<file path="src/rtl/runner_game_core.sv">
// Endless-runner game core: scrolling obstacle field, jumping dino, score and speed levels.
// Optional feature: define RUNNER_HISCORE_EN to keep a best-score register on HISCORE.
module runner_game_core #(
    parameter int COLS          = 16,
    parameter int TICK_CYCLES   = 250000,
    parameter int JUMP_TICKS    = 3,
    parameter int MIN_GAP       = 5,
    parameter int SPEEDUP_SCORE = 64
) (
    input  logic                CLK,
    input  logic                RESETN,
    input  logic                START,
    input  logic                JUMP,
    input  logic                ABORT,
    input  logic [7:0]          RAND,
    output logic [1:0]          STATE,
    output logic [2*COLS-1:0]   FIELD,
    output logic                DINO_UP,
    output logic                TICK,
    output logic [2:0]          LEVEL,
    output logic [31:0]         SCORE,
    output logic [31:0]         HISCORE
);

    localparam int CW    = $clog2(TICK_CYCLES);
    localparam int STEP  = TICK_CYCLES / 8;
    localparam int SHIFT = $clog2(SPEEDUP_SCORE);

    typedef enum logic [1:0] {
        ST_IDLE = 2'd0,
        ST_RUN  = 2'd1,
        ST_OVER = 2'd2
    } state_t;

    state_t          state;
    logic [CW-1:0]   tick_cnt;
    logic [CW-1:0]   tick_limit;
    logic            tick_hit;
    logic            pending;
    logic [2:0]      air_cnt;

    logic            jump_req;
    logic            tick_up;
    logic [2:0]      tick_air;
    logic            tick_pend;

    logic [2*MIN_GAP-1:0] top_cells;
    logic            gap_clear;
    logic [1:0]      new_cell;
    logic [2*COLS-1:0] shifted;
    logic            collide;

    logic [31:0]     score_lvl;
    logic [2:0]      level_calc;
    logic [31:0]     score_inc;
    logic            unused_rand;

    assign unused_rand = ^RAND[7:3];
    assign STATE       = state;

    // Faster levels shave an eighth of the base period off each tick.
    always_comb begin
        tick_limit = CW'(TICK_CYCLES - 1 - int'(LEVEL) * STEP);
        tick_hit   = (state == ST_RUN) && (tick_cnt >= tick_limit);
    end

    always_comb begin
        top_cells = FIELD[2*COLS-1 -: 2*MIN_GAP];
        gap_clear = (top_cells == '0);
        new_cell  = 2'b00;
        if (gap_clear && (RAND[1:0] != 2'b11)) begin
            new_cell = RAND[2] ? 2'b01 : 2'b10;
        end
        shifted = {new_cell, FIELD[2*COLS-1:2]};
    end

    // A jump arriving in the same cycle as a tick is already counted as pending.
    always_comb begin
        jump_req  = pending | (JUMP & ~DINO_UP);
        tick_up   = DINO_UP;
        tick_air  = air_cnt;
        tick_pend = jump_req;
        if (jump_req && !DINO_UP) begin
            tick_up   = 1'b1;
            tick_air  = 3'(JUMP_TICKS);
            tick_pend = 1'b0;
        end else if (DINO_UP) begin
            tick_air = air_cnt - 3'd1;
            if (air_cnt == 3'd1) begin
                tick_up = 1'b0;
            end
        end
        collide = (shifted[1:0] != 2'b00) && !tick_up;
    end

    always_comb begin
        score_lvl  = SCORE >> SHIFT;
        level_calc = (score_lvl >= 32'd4) ? 3'd4 : score_lvl[2:0];
        score_inc  = (SCORE == 32'hFFFF_FFFF) ? SCORE : SCORE + 32'd1;
    end

    always_ff @(posedge CLK or negedge RESETN) begin
        if (!RESETN) begin
            state    <= ST_IDLE;
            FIELD    <= '0;
            DINO_UP  <= 1'b0;
            TICK     <= 1'b0;
            LEVEL    <= 3'd0;
            SCORE    <= 32'd0;
            pending  <= 1'b0;
            air_cnt  <= 3'd0;
            tick_cnt <= '0;
        end else begin
            TICK  <= 1'b0;
            LEVEL <= level_calc;
            case (state)
                ST_IDLE: begin
                    if (START) begin
                        state    <= ST_RUN;
                        FIELD    <= '0;
                        SCORE    <= 32'd0;
                        LEVEL    <= 3'd0;
                        DINO_UP  <= 1'b0;
                        pending  <= 1'b0;
                        air_cnt  <= 3'd0;
                        tick_cnt <= '0;
                    end
                end
                ST_RUN: begin
                    if (ABORT) begin
                        state <= ST_OVER;
                    end else if (tick_hit) begin
                        tick_cnt <= '0;
                        TICK     <= 1'b1;
                        FIELD    <= shifted;
                        DINO_UP  <= tick_up;
                        air_cnt  <= tick_air;
                        pending  <= tick_pend;
                        if (collide) begin
                            state <= ST_OVER;
                        end else begin
                            SCORE <= score_inc;
                        end
                    end else begin
                        tick_cnt <= tick_cnt + CW'(1);
                        pending  <= jump_req;
                    end
                end
                ST_OVER: begin
                    if (START) begin
                        state <= ST_IDLE;
                    end
                end
                default: state <= ST_IDLE;
            endcase
        end
    end

`ifdef RUNNER_HISCORE_EN
    logic        enter_over;
    logic [31:0] hiscore_q;

    assign enter_over = (state == ST_RUN) && (ABORT || (tick_hit && collide));

    always_ff @(posedge CLK or negedge RESETN) begin
        if (!RESETN) begin
            hiscore_q <= 32'd0;
        end else if (enter_over && (SCORE > hiscore_q)) begin
            hiscore_q <= SCORE;
        end
    end

    assign HISCORE = hiscore_q;
`else
    assign HISCORE = 32'd0;
`endif

endmodule

</file>
<file path="config.mk">
export PLATFORM = sky130hd
export DESIGN_NAME = runner_game_core
export DESIGN_NICKNAME = d
export VERILOG_FILES = /design/src/rtl/runner_game_core.sv
export SDC_FILE = /design/constraint.sdc
export NUM_CORES = 1
export LEC_CHECK = 0
export CAP_MARGIN = 20
export CORE_MARGIN = 2
export CORE_UTILIZATION = 42
export DETAILED_ROUTE_END_ITERATION = 8
export DONT_BUFFER_PORTS = 1
export PLACE_DENSITY = 0.59
export SLEW_MARGIN = 20
export SYNTH_ARGS = -nofsm -noshare
export SYNTH_HDL_FRONTEND = slang
export SYNTH_SLANG_ARGS = --single-unit
export TNS_END_PERCENT = 5
</file>
<file path="constraint.sdc">
create_clock -name CLK -period 9.81 [get_ports CLK]
set_input_delay 0.981 -clock CLK [delete_from_list [all_inputs] [get_ports CLK]]
set_output_delay 0.981 -clock CLK [all_outputs]
set_load 0.02 [all_outputs]
</file>
==> impl_metrics.env, run 1 <==
export IMPL_ys_top_cells_by_area="dfrtp_1 (40%), ha_1 (6.6%), o21ai_0 (5.7%)"
export IMPL_synth_avg_cell_area_um2=9.010
export IMPL_first_global_vias=4699
export IMPL_drc=0
export IMPL_power_switching_uw=537.7
export IMPL_globalRouteOverflowTotal=0
export IMPL_drtPass1Iterations=7
export IMPL_fin_util_pct=45.05
export IMPL_worstPathCellList="inv_1, fa_1, inv_1, ha_1, o21a_1, nor3_1, a2bb2oi_1, nand3_1, xor2_1, ha_1, nand4_1, nor3_1, a211o_1, a211oi_4, buf_4, or2_2, o21ai_0"
export IMPL_synth_top_area_share_pct=39.68
export IMPL_seq_area_frac_synth_pct=39.68
export IMPL_max_freq_ghz=0.1945
export IMPL_yosysWarningCount=0
export IMPL_yosysTopAreaCell="dfrtp_1"
export IMPL_n_fill_cell=1363
export IMPL_worst_slew_pin_slew_ps=830.0
export IMPL_cts_tree="yes"
export IMPL_ys_types=60
export IMPL_critPathSlowestCell="fa_1"
export IMPL_antenna_left=0
export IMPL_synthArstFlopShare_pct=100.0
export IMPL_final_cells=816
export IMPL_final_hold_viol_count=0
export IMPL_chipWidth_um=122.2
export IMPL_track_usage_pct=20.59
export IMPL_core_area_mm2=0.01377
export IMPL_clk_latency_ps=350
export IMPL_grt_pass1_wl_mm=24.45
export IMPL_final_cell_area_mm2=0.006205
export IMPL_finalPower_mw=1.283
export IMPL_synth_edf_count=0
export IMPL_cts_max_path_buffers=2
export IMPL_diodes=0
export IMPL_initial_core_util_pct=42.59
export IMPL_end_kind="register"
export IMPL_num_vias=4899
export IMPL_regArea_mm2=0.002327
export IMPL_critical_path_top_delay_family="adder cells"
export IMPL_setup_tns_final_ps=0
export IMPL_drt_iter0_markers=363
export IMPL_irDropWorstVdd_mv=0.2608
export IMPL_worstPathRequired_ps=10010
export IMPL_worstReg2RegStart="LEVEL[0]"
export IMPL_gp_congestion=0.8359
export IMPL_cap_violations=0
export IMPL_post_route_period_util_pct=52.41
export IMPL_synthCells=651
export IMPL_maxSlewHeadroom_pct=44.66
export IMPL_dp_final_hpwl_mm=9.630
export IMPL_min_path_type="input pin to async pin"
export IMPL_post_cts_resized=0
export IMPL_crit_end="SCORE[1]"
export IMPL_p_clk_share_pct=28.3
export IMPL_r2r_setup_slack_ps=4670
export IMPL_wl_per_cell_um=18.15
export IMPL_final_common_cell="dfrtp_1"
export IMPL_sequentialPowerShare_pct=37.5
export IMPL_rr_endpoint="SCORE[1]"
export IMPL_status="finished, final reports clean"
export IMPL_drive_gt1_share_pct=6.289
export IMPL_crit_buf_inv=3
export IMPL_final_cell_mix="dfrtp_1 (93), o21ai_0 (67), nand2_1 (64)"
export IMPL_powerDensity_mw_per_mm2=206.8
export IMPL_fin_crit_ps=5142
export IMPL_multiInputGateArea_mm2=0.003212
export IMPL_portBuffers=0
export IMPL_cp_startpoint="LEVEL[0]"
export IMPL_rows=43
export IMPL_cp_start_kind="register"
export IMPL_swShare_pct=41.91
export IMPL_nNetsFinal=677
export IMPL_arrival_ps=5340
export IMPL_placed_cells=799
export IMPL_antenna_found_initial=0
export IMPL_finalSetupViolations=0
export IMPL_cts_hold_buffers=0
export IMPL_die_y_um=122.2
export IMPL_netlist_area_mm2=0.005866
export IMPL_path_max_fanout=40
export IMPL_area_delta_synth_final_pct=5.781
export IMPL_pwr_share_comb_pct=34.2
export IMPL_cts_clk_slew_worst_paths_ps=70
export IMPL_cts_setup_buffers=0
export IMPL_skew_ps=8.883
export IMPL_worst_path_stages=17
export IMPL_placed_cell_area_mm2=0.005869
export IMPL_rsz0062_at_grt="false"
export IMPL_crit_type="register to register"
export IMPL_h_tree_depth=3
export IMPL_clock_sinks=93
export IMPL_p_leak_nw=2.858
export IMPL_max_stage_delay_ps=650
export IMPL_reg2regPathDepth=17
export IMPL_p_int_uw=745.4
export IMPL_dieArea_mm2=0.01493
export IMPL_wl_mm=14.81
export IMPL_ys_flop_type="dfrtp_1"
export IMPL_cts_buffers=9
export IMPL_ioPinCount=116
export IMPL_slew_viol_final=0
export IMPL_synth_seq_cells=93
export IMPL_vias_per_cell=6.004
export IMPL_grt_max_degree=94
export IMPL_cts_root_buf="clkbuf_16"
## cells by family after synthesis
family / share of synthesized area, %
buffers and inverters: 8.170
other: 0.06393
adders and majority gates: 7.466
DFF: 39.68
AOI/OAI and AO/OA: 17.92
xor gates and xnor gates: 3.136
and+or+nand+nor: 23.19
muxes: 0.3839
## stage by stage
step	setup WS [ps]	hold slack (ps)
after floorplan	5572	460.0
after global placement	4373	471.1
after detailed placement	4269	479.3
after CTS	4205	314.4
after global routing	4230	306.2
final	4668	332.3
## worst min-delay path by stage
stage                           from           end  slack [ps]  depth (start not counted)
after floorplan           air_cnt[1]    air_cnt[1]         460                          1
after CTS                     RESETN  tick_cnt[15]         310                          0
after detailed placement  air_cnt[1]    air_cnt[1]         480                          1
after global placement    air_cnt[1]    air_cnt[1]         470                          1
final                         RESETN  tick_cnt[17]         330                          0
after global routing          RESETN     FIELD[28]         310                          0
## worst register-to-register path: stages, from the launching register on
cell and delay (ps):
dfrtp_1 590, inv_1 270, fa_1 650, inv_1 70
ha_1 310, o21a_1 150, nor3_1 130, a2bb2oi_1 280
nand3_1 130, xor2_1 170, ha_1 290, nand4_1 130
nor3_1 70, a211o_1 360, a211oi_4 210, buf_4 370
or2_2 610, o21ai_0 200
## metal layers
| metal | wire, um | up-vias | global-route usage (%) |
|---|---|---|---|
| li1 | - | 2301 | - |
| met1 | 6655 | 2442 | 27.11 |
| met2 | 7110 | 141 | 33.62 |
| met3 | 872 | 15 | 4.916 |
| met4 | 172 | 0 | 6.250 |
| met5 | 0 | - | 0 |
## synth_stat cells, drive strengths merged, types with 5 or more instances
cell type  number
clkbuf         26
o22a           20
nand4          42
o21ai          68
inv            16
nand3          23
xor2           12
nor3           21
o31ai           7
dfrtp          93
a21oi          17
and4            5
o21a            7
buf            43
a211o           5
nor3b           6
nor2           31
and3           15
nand2          66
a22o            5
xnor2           9
nor4           24
ha             31
nor2b           6
## registers in the layout, summed over array words and instances (netlist names)
name and flops:
DINO_UP 1, FIELD 32, LEVEL 3, SCORE 32, STATE 2, TICK 1
air_cnt 3, pending 1, tick_cnt 18
## power by group through the flow
stage	logic [mW]	clock network [mW]	registers [mW]
finish	0.439	0.363	0.481
global route	0.491	0.385	0.486
floorplan	0.350	0	0.469
global placement	0.412	0	0.486
detailed placement	0.423	0	0.487
CTS	0.425	0.370	0.480
## final cells by class
class / instances / area share, %
sequential: 93 / 37.51
timing repair buffer: 7 / 1.170
clock buffer: 10 / 3.852
inverter: 16 / 0.9679
clock inverter: 6 / 1.109
tap: 180 / 3.630
multi-input combinational: 504 / 51.76
No activity file was read; power rests on OpenSTA's default activity.
==> inputs of run 2 (changes only) <==
==> constraint.sdc (replaced) <==
create_clock -name CLK -period 5.1 [get_ports CLK]
set_input_delay 0.51 -clock CLK [delete_from_list [all_inputs] [get_ports CLK]]
set_output_delay 0.51 -clock CLK [all_outputs]
set_load 0.02 [all_outputs]
==> impl_metrics.env, run 2 (synthesis gave the netlist of run 1 again) <==
export IMPL_status="finished, final reports clean"
export IMPL_h_tree_depth=3
export IMPL_nNetsFinal=684
export IMPL_track_usage_pct=20.28
export IMPL_final_cell_mix="dfrtp_1 (93), o21ai_0 (67), nand2_1 (64)"
export IMPL_dp_final_hpwl_mm=9.828
export IMPL_cap_violations=0
export IMPL_cts_root_buf="clkbuf_16"
export IMPL_drt_iter0_markers=414
export IMPL_final_cell_area_mm2=0.006269
export IMPL_rows=43
export IMPL_antenna_left=0
export IMPL_max_freq_ghz=0.2197
export IMPL_maxSlewHeadroom_pct=47.72
export IMPL_cts_setup_buffers=0
export IMPL_cp_start_kind="register"
export IMPL_placed_cell_area_mm2=0.005914
export IMPL_globalRouteOverflowTotal=0
export IMPL_gp_congestion=0.8643
export IMPL_die_y_um=122.2
export IMPL_arrival_ps=4760
export IMPL_drtPass1Iterations=5
export IMPL_final_hold_viol_count=0
export IMPL_largestRegisters="FIELD: 32 flops, SCORE: 32 flops, tick_cnt: 18 flops"
export IMPL_worst_slew_pin_slew_ps=784.2
export IMPL_first_global_vias=4603
export IMPL_cts_tree="yes"
export IMPL_grt_max_degree=94
export IMPL_fin_crit_ps=4552
export IMPL_p_leak_nw=2.899
export IMPL_path_max_fanout=11
export IMPL_crit_type="register to register"
export IMPL_dieArea_mm2=0.01493
export IMPL_clk_latency_ps=350
export IMPL_rsz0062_at_grt="false"
export IMPL_wl_mm=14.85
export IMPL_final_cells=823
export IMPL_vias_per_cell=5.903
export IMPL_finalPower_mw=2.490
export IMPL_portBuffers=0
export IMPL_worstPathRequired_ps=5310
export IMPL_post_cts_resized=0
export IMPL_pre_cts_ws_ps=559.2
export IMPL_finalSetupViolations=0
export IMPL_area_delta_synth_final_pct=6.869
export IMPL_wl_per_cell_um=18.05
export IMPL_post_route_period_util_pct=89.25
export IMPL_end_kind="register"
export IMPL_irDropWorstVdd_mv=0.4359
export IMPL_cts_clk_slew_worst_paths_ps=70
export IMPL_initial_core_util_pct=42.59
export IMPL_cp_startpoint="LEVEL[0]"
export IMPL_final_common_cell="dfrtp_1"
export IMPL_powerDensity_mw_per_mm2=397.3
export IMPL_slew_viol_final=0
export IMPL_min_path_type="input pin to async pin"
export IMPL_clock_sinks=93
export IMPL_placed_cells=805
export IMPL_drc=0
export IMPL_ioPinCount=116
export IMPL_skew_ps=9.467
export IMPL_chipWidth_um=122.2
export IMPL_antenna_found_initial=0
export IMPL_diodes=0
export IMPL_core_area_mm2=0.01377
export IMPL_n_fill_cell=1345
export IMPL_grt_pass1_wl_mm=24.07
export IMPL_worstReg2RegStart="LEVEL[0]"
export IMPL_setup_ws_ps=548.3
export IMPL_drive_gt1_share_pct=7.154
export IMPL_num_vias=4858
export IMPL_setup_tns_final_ps=0
export IMPL_cts_buffers=9
export IMPL_cts_max_path_buffers=2
==> run 2: changes by cell type in the layout (fill, tap and decap cells not counted) <==
cell	change
buf_16	+1
or2_2	-1
clkinv_4	-1
clkinv_2	-1
or2_1	+1
clkinv_8	+1
buf_4	+6
clkinvlp_4	-1
bufinv_16	-1
inv_6	+3
==> run 2: final timing paths <==
kind	cells after the start	slack, ps	end
max reg2reg	16	550	FIELD[8]
min reg2reg	1	500	air_cnt[1]
max	16	550	FIELD[8]
max in group asynchronous	1	4650	SCORE[1]
min in group CLK	1	250	FIELD[31]
min	1	70	tick_cnt[17]
==> run 2: worst max-delay path: stages (launching register included) <==
cell and delay (ps):
dfrtp_1 380, inv_1 220, fa_1 490, xnor2_1 150, ha_1 210, o21a_1 220
nor3_1 140, a2bb2oi_1 320, nand3_1 130, xor2_1 170, ha_1 290, nand4_1 130
nor3_1 70, a211o_1 370, a21o_1 320, o21ai_1 590, o21ai_0 200
==> run 2: what timing repair did <==
item	CTS	global route
setup endpoints to repair	0	0
hold buffers	1	0
hold endpoints to repair	93	0
==> run 2: report_power, final <==
group / internal [mW] / switching (mW) / leakage (nW) / total, mW
Clock: 0.357 / 0.321 / 0.148 / 0.678
Sequential: 0.789 / 0.119 / 1.29 / 0.908
Combinational: 0.272 / 0.632 / 1.46 / 0.904
Total: 1.42 / 1.07 / 2.90 / 2.49
==> run 2: area by class of cell <==
type / instances / area (um2) / area share (%)
clock buffers: 10 / 239.0 / 3.812
well taps: 180 / 225.2 / 3.593
repair buffers: 14 / 145.1 / 2.315
inverters: 16 / 60.06 / 0.9581
clock inverters: 6 / 60.06 / 0.9581
flip-flops and latches: 93 / 2327 / 37.13
multi-input cells: 504 / 3212 / 51.24
==> run 2: per-stage QoR <==
| stage | util, % | hold slack, ps |
|---|---|---|
| floorplan | - | 214.4 |
| global placement | 42.94 | 216.9 |
| detailed placement | 42.94 | 223.0 |
| CTS | 45.31 | 103.6 |
| global route | 45.51 | 94.21 |
| finish | 45.51 | 72.95 |
==> run 2: per-layer routing <==
| layer | vias up | track usage (%) | part of all wire (%) |
|---|---|---|---|
| li1 | 2315 | - | - |
| met1 | 2379 | 27.15 | 45 |
| met2 | 147 | 32.44 | 48 |
| met3 | 17 | 5.150 | 6.5 |
| met4 | 0 | 6.034 | 1.2 |
| met5 | - | 0 | 0 |
